File: src/rtl/uart_cmd_dispatch_if.sv
// Command-in / memory-write-out bundle for the UART command dispatcher.
// master = the surrounding fabric, slave = the dispatcher.
interface uart_cmd_dispatch_if #(
  parameter int CORE_ID_BITS  = 4,
  parameter int MEM_ADDR_BITS = 12
) ();
  logic [31:0]              in_addr;
  logic [31:0]              in_data;
  logic                     in_we;
  logic                     mem_valid;
  logic                     mem_ready;
  logic                     mem_broadcast;
  logic [CORE_ID_BITS-1:0]  mem_core_id;
  logic [MEM_ADDR_BITS-1:0] mem_addr;
  logic [31:0]              mem_data;

  modport master (
    output in_addr, in_data, in_we, mem_ready,
    input  mem_valid, mem_broadcast, mem_core_id, mem_addr, mem_data
  );

  modport slave (
    input  in_addr, in_data, in_we, mem_ready,
    output mem_valid, mem_broadcast, mem_core_id, mem_addr, mem_data
  );
endinterface

File: src/rtl/uart_cmd_dispatch.sv
// Buffers host write commands in a FIFO and dispatches them in order to a
// valid/ready memory write port or to local control registers; counts drops.
module uart_cmd_dispatch #(
  parameter int FIFO_DEPTH_BITS = 3,
  parameter int CORE_ID_BITS    = 4,
  parameter int MEM_ADDR_BITS   = 12
) (
  input  logic                clk,
  input  logic                reset,
  uart_cmd_dispatch_if.slave  bus,
  output logic                ctrl_core_reset,
  output logic                ctrl_start,
  output logic                fifo_overflow,
  output logic [7:0]          drop_count
);

  localparam int AW    = FIFO_DEPTH_BITS;
  localparam int DEPTH = 1 << AW;
  localparam logic [AW:0] FULL_COUNT = DEPTH[AW:0];

  logic [31:0] fifo_addr [DEPTH];
  logic [31:0] fifo_data [DEPTH];
  logic [AW-1:0] wr_ptr;
  logic [AW-1:0] rd_ptr;
  logic [AW:0]   count;

  logic                     mem_valid_q;
  logic                     mem_broadcast_q;
  logic [CORE_ID_BITS-1:0]  mem_core_id_q;
  logic [MEM_ADDR_BITS-1:0] mem_addr_q;
  logic [31:0]              mem_data_q;

  logic        push;
  logic        drop;
  logic        pop;
  logic        stage_free;
  logic        head_ctrl;
  logic        ctrl_clear;
  logic [31:0] head_addr;
  logic [31:0] head_data;
  logic        unused_head_bits;

  always_comb begin
    push       = bus.in_we && (count < FULL_COUNT);
    drop       = bus.in_we && (count == FULL_COUNT);
    stage_free = !mem_valid_q || bus.mem_ready;
    pop        = (count != '0) && stage_free;
    head_addr  = fifo_addr[rd_ptr];
    head_data  = fifo_data[rd_ptr];
    head_ctrl  = head_addr[31];
    ctrl_clear = pop && head_ctrl && (head_addr[3:0] == 4'd2);
  end

  // Only a subset of the address bits are decoded; the rest are ignored.
  assign unused_head_bits = ^head_addr;

  // Storage needs no reset: pointers and count define what is valid.
  always_ff @(posedge clk) begin
    if (push) begin
      fifo_addr[wr_ptr] <= bus.in_addr;
      fifo_data[wr_ptr] <= bus.in_data;
    end
  end

  always_ff @(posedge clk) begin
    if (reset) begin
      wr_ptr          <= '0;
      rd_ptr          <= '0;
      count           <= '0;
      mem_valid_q     <= 1'b0;
      mem_broadcast_q <= 1'b0;
      mem_core_id_q   <= '0;
      mem_addr_q      <= '0;
      mem_data_q      <= '0;
      ctrl_core_reset <= 1'b1;
      ctrl_start      <= 1'b0;
      fifo_overflow   <= 1'b0;
      drop_count      <= '0;
    end else begin
      if (push) wr_ptr <= wr_ptr + 1'b1;
      if (pop)  rd_ptr <= rd_ptr + 1'b1;
      case ({push, pop})
        2'b10:   count <= count + 1'b1;
        2'b01:   count <= count - 1'b1;
        default: count <= count;
      endcase

      if (stage_free) begin
        if (pop && !head_ctrl) begin
          mem_valid_q     <= 1'b1;
          mem_broadcast_q <= head_addr[30];
          mem_core_id_q   <= head_addr[MEM_ADDR_BITS+CORE_ID_BITS-1:MEM_ADDR_BITS];
          mem_addr_q      <= head_addr[MEM_ADDR_BITS-1:0];
          mem_data_q      <= head_data;
        end else begin
          mem_valid_q <= 1'b0;
        end
      end

      ctrl_start <= 1'b0;
      if (pop && head_ctrl) begin
        case (head_addr[3:0])
          4'd0:    ctrl_core_reset <= head_data[0];
          4'd1:    ctrl_start      <= head_data[0];
          default: ;
        endcase
      end

      // A drop coinciding with a clear leaves exactly that one drop recorded.
      if (drop) begin
        fifo_overflow <= 1'b1;
        if (ctrl_clear)
          drop_count <= 8'd1;
        else if (drop_count != 8'hFF)
          drop_count <= drop_count + 8'd1;
      end else if (ctrl_clear) begin
        fifo_overflow <= 1'b0;
        drop_count    <= 8'd0;
      end
    end
  end

  assign bus.mem_valid     = mem_valid_q;
  assign bus.mem_broadcast = mem_broadcast_q;
  assign bus.mem_core_id   = mem_core_id_q;
  assign bus.mem_addr      = mem_addr_q;
  assign bus.mem_data      = mem_data_q;

endmodule

File: src/flat_wrapper.sv
// flat-port wrapper written by rule: the top's interface ports become plain ports
module uart_cmd_dispatch_flat 
#(
  parameter int FIFO_DEPTH_BITS = 3,
  parameter int CORE_ID_BITS    = 4,
  parameter int MEM_ADDR_BITS   = 12
)
  (clk, reset, ctrl_core_reset, ctrl_start, fifo_overflow, drop_count, bus_in_addr, bus_in_data, bus_in_we, bus_mem_ready, bus_mem_valid, bus_mem_broadcast, bus_mem_core_id, bus_mem_addr, bus_mem_data);
  uart_cmd_dispatch_if #(.CORE_ID_BITS(CORE_ID_BITS), .MEM_ADDR_BITS(MEM_ADDR_BITS)) bus_i ();
  input  logic clk;
  input  logic reset;
  output logic ctrl_core_reset;
  output logic ctrl_start;
  output logic fifo_overflow;
  output logic [7:0] drop_count;
  input wire logic [$bits(bus_i.in_addr)-1:0] bus_in_addr;
  input wire logic [$bits(bus_i.in_data)-1:0] bus_in_data;
  input wire logic [$bits(bus_i.in_we)-1:0] bus_in_we;
  input wire logic [$bits(bus_i.mem_ready)-1:0] bus_mem_ready;
  output wire logic [$bits(bus_i.mem_valid)-1:0] bus_mem_valid;
  output wire logic [$bits(bus_i.mem_broadcast)-1:0] bus_mem_broadcast;
  output wire logic [$bits(bus_i.mem_core_id)-1:0] bus_mem_core_id;
  output wire logic [$bits(bus_i.mem_addr)-1:0] bus_mem_addr;
  output wire logic [$bits(bus_i.mem_data)-1:0] bus_mem_data;
  assign bus_i.in_addr = bus_in_addr;
  assign bus_i.in_data = bus_in_data;
  assign bus_i.in_we = bus_in_we;
  assign bus_i.mem_ready = bus_mem_ready;
  assign bus_mem_valid = bus_i.mem_valid;
  assign bus_mem_broadcast = bus_i.mem_broadcast;
  assign bus_mem_core_id = bus_i.mem_core_id;
  assign bus_mem_addr = bus_i.mem_addr;
  assign bus_mem_data = bus_i.mem_data;
  uart_cmd_dispatch #(.FIFO_DEPTH_BITS(FIFO_DEPTH_BITS), .CORE_ID_BITS(CORE_ID_BITS), .MEM_ADDR_BITS(MEM_ADDR_BITS)) u_core (.clk(clk), .reset(reset), .bus(bus_i), .ctrl_core_reset(ctrl_core_reset), .ctrl_start(ctrl_start), .fifo_overflow(fifo_overflow), .drop_count(drop_count));
endmodule
File: config.mk
export PLATFORM = sky130hd
export DESIGN_NAME = uart_cmd_dispatch_flat
export DESIGN_NICKNAME = d
export VERILOG_FILES = /design/src/rtl/uart_cmd_dispatch_if.sv /design/src/rtl/uart_cmd_dispatch.sv /design/src/flat_wrapper.sv
export SDC_FILE = /design/constraint.sdc
export NUM_CORES = 1
export LEC_CHECK = 0
export CAP_MARGIN = 20
export CORE_UTILIZATION = 47
export CTS_BUF_LIST = sky130_fd_sc_hd__clkbuf_4
export CTS_CLUSTER_DIAMETER = 30
export DETAILED_ROUTE_END_ITERATION = 10
export DONT_BUFFER_PORTS = 1
export PLACE_DENSITY = 0.6
export SLEW_MARGIN = 20
export SYNTH_ARGS = -nofsm -noshare
export SYNTH_HDL_FRONTEND = slang
export SYNTH_SLANG_ARGS = --single-unit
export TNS_END_PERCENT = 100
File: constraint.sdc
create_clock -name clk -period 5.8 [get_ports clk]
set_input_delay 0.87 -clock clk [delete_from_list [all_inputs] [get_ports clk]]
set_output_delay 0.87 -clock clk [all_outputs]
set_load 0.05 [all_outputs]
==> flow_summary_export.csv, run 1 <==
group,metric,value,unit
critical_path,rr_worst_depth,6,
timing,worst_pin_slew,1050,ps
finish,seq_area,13500,um^2
finish,nFillCells,2954,
placed_design,gp_congestion,0.669,
floorplanning,fp.dieH,197,um
finish,multi_input_area,4080,um^2
synth,ys.flop_type,"edfxtp_1",
synth,synth_area,17800,um^2
synth,ys_seq_elements,474,
power,power_density,472,nW/um^2
clock_tree,clkTransAtPathRegs,70,ps
synth,synth_compound_area_frac,0.0287,
synth,synth_edf_count,400,
drt,routed_wl,34.9,mm
critical_path,cp_top_family,"flip-flops",
placed_design,place_hpwl,18.2,mm
flow_run,drv_cap,0,
synth,synthSimpleGateAreaFrac,0.0294,
drt,wl_per_cell,21.9,um
synth,synth_top_family_by_area,"multiplexers",
power,irDropWorstVdd,0.000266,V
critical_path,crit_chain,"mux4_1 -> mux2i_1 -> and2_4 -> buf_12 -> nor2_1 -> a211oi_1",
finish,final_common_cell,"edfxtp_1",
drt,ant_nets,0,
timing,fin_crit_sh,0.543,
clock_tree,cts-buffers-inserted,130,
critical_path,rrSetupSlack,2650,ps
status,outcome,"finished clean",
finish,drive_gt1_frac,0.309,
clock_tree,hold_buffers,0,
critical_path,endpoint_kind,"flop",
timing,fmax,318,MHz
floorplanning,die_w,197,um
floorplanning,dieArea,38600,um^2
synth,yosys_warnings,0,
grt,overflow,0,
timing,setup_viol,0,
floorplanning,initial_utilization,0.481,
synth,async_flop_share,0,
timing,skew,39.7,ps
placed_design,portBuffers,0,
synth,synth_top_area_cell,"edfxtp_1",
clock_tree,cts_setup_buffers,0,
timing,tns,0,ps
critical_path,setup.worst_path.start_class,"flop",
hold_path,worstHoldPathCells,1,
placed_design,place_ws,2190,ps
synth,seq_area_frac_synth,0.759,
floorplanning,core,37000,um^2
clock_tree,htreeDepth,4,
clock_tree,clk_latency,790,ps
floorplanning,ioPinCount,129,
synth,synthCells,889,
clock_tree,root_buffer,"clkbuf_4",
timing,fin_ws,2650,ps
timing,finalHoldViolations,0,
hold_path,min_to,"u_core.bus.mem_data[29]",
power,p_leak,6.46,nW
grt,grt_pass1_wl,53.3,mm
finish,layout_common_cells,"edfxtp_1 (400), clkbuf_4 (187), mux4_2 (94)",
finish,final_nets,1064,
critical_path,cpPeakStageDelay,1030,ps
synth,synthMuxAreaShare,0.157,
synth,synth_xor_area_frac,0.00640,
synth,syn_nets,963,
synth,synth_fa_ha_area_frac,0.00422,
synth,synth_area_leaders,"edfxtp_1 (68%), mux4_2 (12%), dfxtp_1 (8.3%), mux2i_1 (3.0%), a211oi_1 (1.9%)",
synth,avgSynthCellArea,20.0,um^2
synth,ys_types,46,
hold_path,hp-start,"reset",
drt,dr.pass1.iters,6,
drt,viasPerCell,5.42,
drt,drt_iter0_markers,317,
critical_path,worstSetupPathType,"reg2reg",
floorplanning,row_count,70,
grt,antenna_found_initial,1,
synth,synth_top_area_frac,0.675,
drt,drc,0,
critical_path,cp.required,6480,ps
critical_path,critPathBufInv,1,
timing,slew_headroom,0.298,
drt,vias,8657,
timing,drv_slew,0,
grt,grt_use_total,0.188,
timing,period_needed,3150,ps
timing,whs,153,ps
critical_path,crit_path_max_fanout,68,
grt,grt_max_degree,95,
clock_tree,clock_path_buffers,3,
hold_path,hold_class,"in2reg",
grt,grt_pass1_vias,9235,
critical_path,rr_endpoint,"u_core.bus.mem_addr[11]",
finish,syn2layout_area_growth,14.0,%
timing,rsz0062_at_grt,"no",
clock_tree,cts_tree,"yes",
clock_tree,clock-sinks,474,
clock_tree,cts-resized-gates,0,
critical_path,slowest_stage,"dfxtp_4",
critical_path,critPathArrivalTime,3820,ps
finish,post-route-util,0.549,
## flip-flops by register name, summed over array words and instances, names as in the netlist, named ones only
name	flops
u_core.fifo_data	256
u_core.fifo_addr	144
u_core.bus.mem_data	32
u_core.bus.mem_addr	12
u_core.drop_count	8
u_core.bus.mem_core_id	4
u_core.count	4
u_core.rd_ptr	3
u_core.wr_ptr	3
u_core.bus.mem_broadcast	1
u_core.bus.mem_valid	1
u_core.ctrl_core_reset	1
u_core.ctrl_start	1
u_core.fifo_overflow	1
## cell usage after synthesis (2+ instances only)
library cell	count
edfxtp_1	400
nand3_1	6
or3_1	3
a21oi_1	7
nand2b_1	5
dfxtp_1	74
a311o_1	2
clkbuf_1	19
buf_4	5
a211oi_1	45
nor2_1	78
o21ai_0	3
ha_1	6
xnor2_1	8
mux4_1	4
nor3_1	9
mux2_2	2
nor2b_1	2
buf_2	17
mux2i_1	54
nand2_1	10
mux4_2	94
xor2_1	5
buf_1	3
inv_1	4
buf_6	4
## logic make-up (layout without fill, tap and decap cells)
| logic type | after synthesis | count (layout) |
|---|---|---|
| muxes | 155 | 155 |
| DFF | 474 | 474 |
| buffers and inverters | 53 | 255 |
| xor gates and xnor gates | 13 | 13 |
| and+or+nand+nor | 120 | 120 |
| AOI/OAI and AO/OA | 68 | 68 |
| other | 0 | 3 |
| adders and majority gates | 6 | 6 |
## where the power goes
part           internal [mW]  total, mW  switching (mW)
sequential              4.02       4.53           0.511
combinational          0.760       1.71           0.955
clock                   1.98       3.33            1.35
total                   6.76       9.58            2.82
## worst max path at each step
stage	end	slack [ps]	depth (start not counted)
after floorplan	u_core.fifo_addr[0][0]	520	4
after global placement	u_core.fifo_data[3][16]	2200	4
after detailed placement	u_core.fifo_data[3][17]	2190	4
after CTS	u_core.bus.mem_broadcast	2500	5
after global routing	u_core.bus.mem_addr[8]	2340	6
final	u_core.bus.mem_addr[11]	2650	6
## metrics by stage
| step | area (um^2) | total power [mW] | cells |
|---|---|---|---|
| after floorplan | 17800 | 5.95 | 889 |
| after global placement | 18400 | 6.32 | 1361 |
| after detailed placement | 18400 | 6.34 | 1361 |
| after CTS | 20200 | 9.71 | 1594 |
| after global routing | 20300 | 10.1 | 1597 |
| final | 20300 | 9.58 | 1598 |
## cell type report
cell class | count | area share
Tap cell | 504 | 0.0311
Clock buffer | 187 | 0.0692
Timing Repair Buffer | 17 | 0.00710
Antenna cell | 3 | 0.000370
Clock inverter | 46 | 0.0240
Inverter | 5 | 0.000926
Sequential cell | 474 | 0.666
Multi-Input combinational cell | 362 | 0.201
## worst register-to-register path: stages, from the launching register on
cell and delay (ps):
dfxtp_4 1030, mux4_1 440, mux2i_1 300, and2_4 630
buf_12 310, nor2_1 120, a211oi_1 230
## routing by layer
layer,share of wire,up-vias,GRT usage,wire length [um]
met5,0,-,0,0
met4,0.020,0,0.0752,702
met3,0.063,70,0.0614,2200
met2,0.49,242,0.300,17100
met1,0.43,4425,0.239,14900
li1,-,3920,-,-
(Power assumes the default switching activity.)
==> run 2: changes to the inputs <==
- clock period: 5.8 -> 2.9 ns (I/O delays scaled with it)
==> run 2 against run 1 <==
Against the previous run: first-iteration DRC count is 31% higher; cell count is 4.7% higher; maximum frequency is 24% higher; worst setup slack worse by 2300 ps; design area rose by 3.9%; sequential power rose by 100%; global-route usage increased by 0.28 points; count of clock-buffer cells in the layout is 15 higher; combinational power rose by 110%; critical endpoint is now u_core.count[2].
==> flow_summary_export.csv, run 2 (synthesized netlist as in run 1, its figures left out) <==
group,metric,value,unit
timing,skew,41.0,ps
finish,postLayoutCellArea,21100,um^2
drt,drt_iter0_markers,415,
hold_path,hp-start,"bus_in_we",
timing,fmax,394,MHz
grt,grt_max_degree,67,
finish,multi_input_area,4090,um^2
finish,seq_area,13500,um^2
power,power_density,895,nW/um^2
timing,tns,0,ps
finish,largest_reg_flops,256,
timing,drv_slew,0,
drt,ant_nets,0,
placed_design,place_area,18800,um^2
grt,grt_pass1_wl,54.6,mm
placed_design,portBuffers,0,
placed_design,gp_congestion,0.700,
critical_path,critPathArrivalTime,3220,ps
finish,post-route-util,0.570,
finish,largest-register,"u_core.fifo_data",
finish,layout_common_cells,"edfxtp_1 (400), clkbuf_4 (202), mux4_2 (94)",
timing,fin_ws,361,ps
timing,worst_pin_slew,715,ps
drt,viasPerCell,5.27,
critical_path,rr_worst_depth,10,
power,p_switching,5.68,mW
grt,antenna_found_initial,1,
finish,drive_gt1_frac,0.316,
timing,rsz0062_at_grt,"no",
clock_tree,cts-resized-gates,0,
power,p_leak,6.82,nW
critical_path,setup.worst_path.start_class,"flop",
clock_tree,clock-sinks,474,
critical_path,crit_path_max_fanout,8,
power,p_clk_frac,0.324,
floorplanning,row_count,70,
critical_path,cp.required,3580,ps
placed_design,place_hpwl,18.5,mm
drt,routed_wl,34.8,mm
finish,final_nets,1137,
grt,grtUsageMet1,0.251,
critical_path,rrSetupSlack,360,ps
power,irDropWorstVdd,0.000491,V
grt,grt_use_total,0.191,
critical_path,endpoint_kind,"flop",
clock_tree,clock_path_buffers,3,
drt,dr.pass1.iters,5,
grt,grt_pass1_vias,9593,
critical_path,worstSetupPathType,"reg2reg",
hold_path,min_to,"u_core.wr_ptr[0]",
clock_tree,cts_setup_buffers,0,
finish,nFillCells,2968,
floorplanning,ioPinCount,129,
power,swShare,0.301,
flow_run,drv_cap,0,
status,outcome,"finished clean",
timing,period_needed,2540,ps
power,seq_power_share,0.483,
clock_tree,clk_latency,770,ps
clock_tree,clkTransAtPathRegs,60,ps
drt,wl_per_cell,20.8,um
grt,met3_usage,0.0549,
grt,busiest_layer,"met2",
drt,drc,0,
timing,slew_headroom,0.523,
grt,use_met2,0.303,
grt,overflow,0,
hold_path,worstHoldPathCells,4,
clock_tree,htreeDepth,4,
timing,finalHoldViolations,0,
finish,syn2layout_area_growth,18.4,%
timing,setup_viol,0,
critical_path,rr_endpoint,"u_core.count[2]",
clock_tree,root_buffer,"clkbuf_4",
drt,vias,8816,
clock_tree,cts-buffers-inserted,131,
timing,whs,203,ps
hold_path,hold_class,"in2reg",
finish,final_common_cell,"edfxtp_1",
power,combPwrFrac,0.193,
floorplanning,dieArea,38600,um^2
floorplanning,die_w,197,um
floorplanning,core,37000,um^2
floorplanning,fp.dieH,197,um
placed_design,place_ws,398,ps
floorplanning,initial_utilization,0.481,
timing,fin_crit_sh,0.875,
power,intPower,13.2,mW
clock_tree,cts_tree,"yes",
critical_path,reg2reg_from,"u_core.count[0]",
==> run 2: cell count changes in the layout (fill, tap and decap cells not counted), moves of 6 or more <==
cell | previous run | this run
inv_2 | 2 | 8
bufinv_16 | 11 | 3
buf_12 | 1 | 20
dlygate4sd3_1 | 0 | 53
clkbuf_4 | 187 | 202
clkinv_1 | 24 | 16
==> run 2: worst max-delay path, cell delays in order, from the launching register on <==
cell and delay [ps]:
dfxtp_1 360, or3_1 360, o21ai_1 260, inv_2 140
ha_1 290, xor2_1 170, ha_1 190, a21oi_1 150
xor2_1 90, or3_1 310, a21oi_1 140
==> run 2: layer usage <==
layer	up-vias	part of all wire
li1	4083	-
met1	4457	0.44
met2	232	0.49
met3	44	0.057
met4	0	0.014
met5	-	0
==> run 2: worst max-delay path by stage <==
stage,startpoint,end,slack [ps]
after CTS,u_core.count[0],u_core.count[2],370
after global placement,u_core.count[0],u_core.count[2],400
final,u_core.count[0],u_core.count[2],360
after global routing,u_core.count[0],u_core.count[2],120
after floorplan,bus_in_we,u_core.fifo_addr[7][0],-600
after detailed placement,flop,u_core.bus.mem_data[3],400
==> run 2: stage by stage <==
stage | power [mW] | instances
floorplan | 11.9 | 889
global placement | 12.8 | 1380
detailed placement | 12.8 | 1380
CTS | 19.1 | 1672
global route | 19.9 | 1673
finish | 18.8 | 1673
==> run 2: cell type report <==
| class | count | area share |
|---|---|---|
| antenna | 1 | 0.000119 |
| sequential | 474 | 0.641 |
| clock buffer | 202 | 0.0720 |
| multi-input combinational | 362 | 0.194 |
| clock inverter | 36 | 0.0109 |
| timing repair buffer | 89 | 0.0508 |
| inverter | 5 | 0.000891 |
| tap | 504 | 0.0299 |
==> run 2: timing repair <==
item,CTS,global route
setup endpoints to repair,0,0
hold buffers,54,0
endpoints found under the hold margin,474,0
==> run 2: power by group through the flow <==
stage | Combinational [mW] | Clock, mW | Sequential [mW]
2_1_floorplan | 2.85 | 0 | 9.05
3_3_place_gp | 3.54 | 0 | 9.25
3_5_place_dp | 3.56 | 0 | 9.27
4_1_cts | 3.72 | 6.30 | 9.12
5_1_grt | 4.04 | 6.68 | 9.18
6_report | 3.64 | 6.10 | 9.11
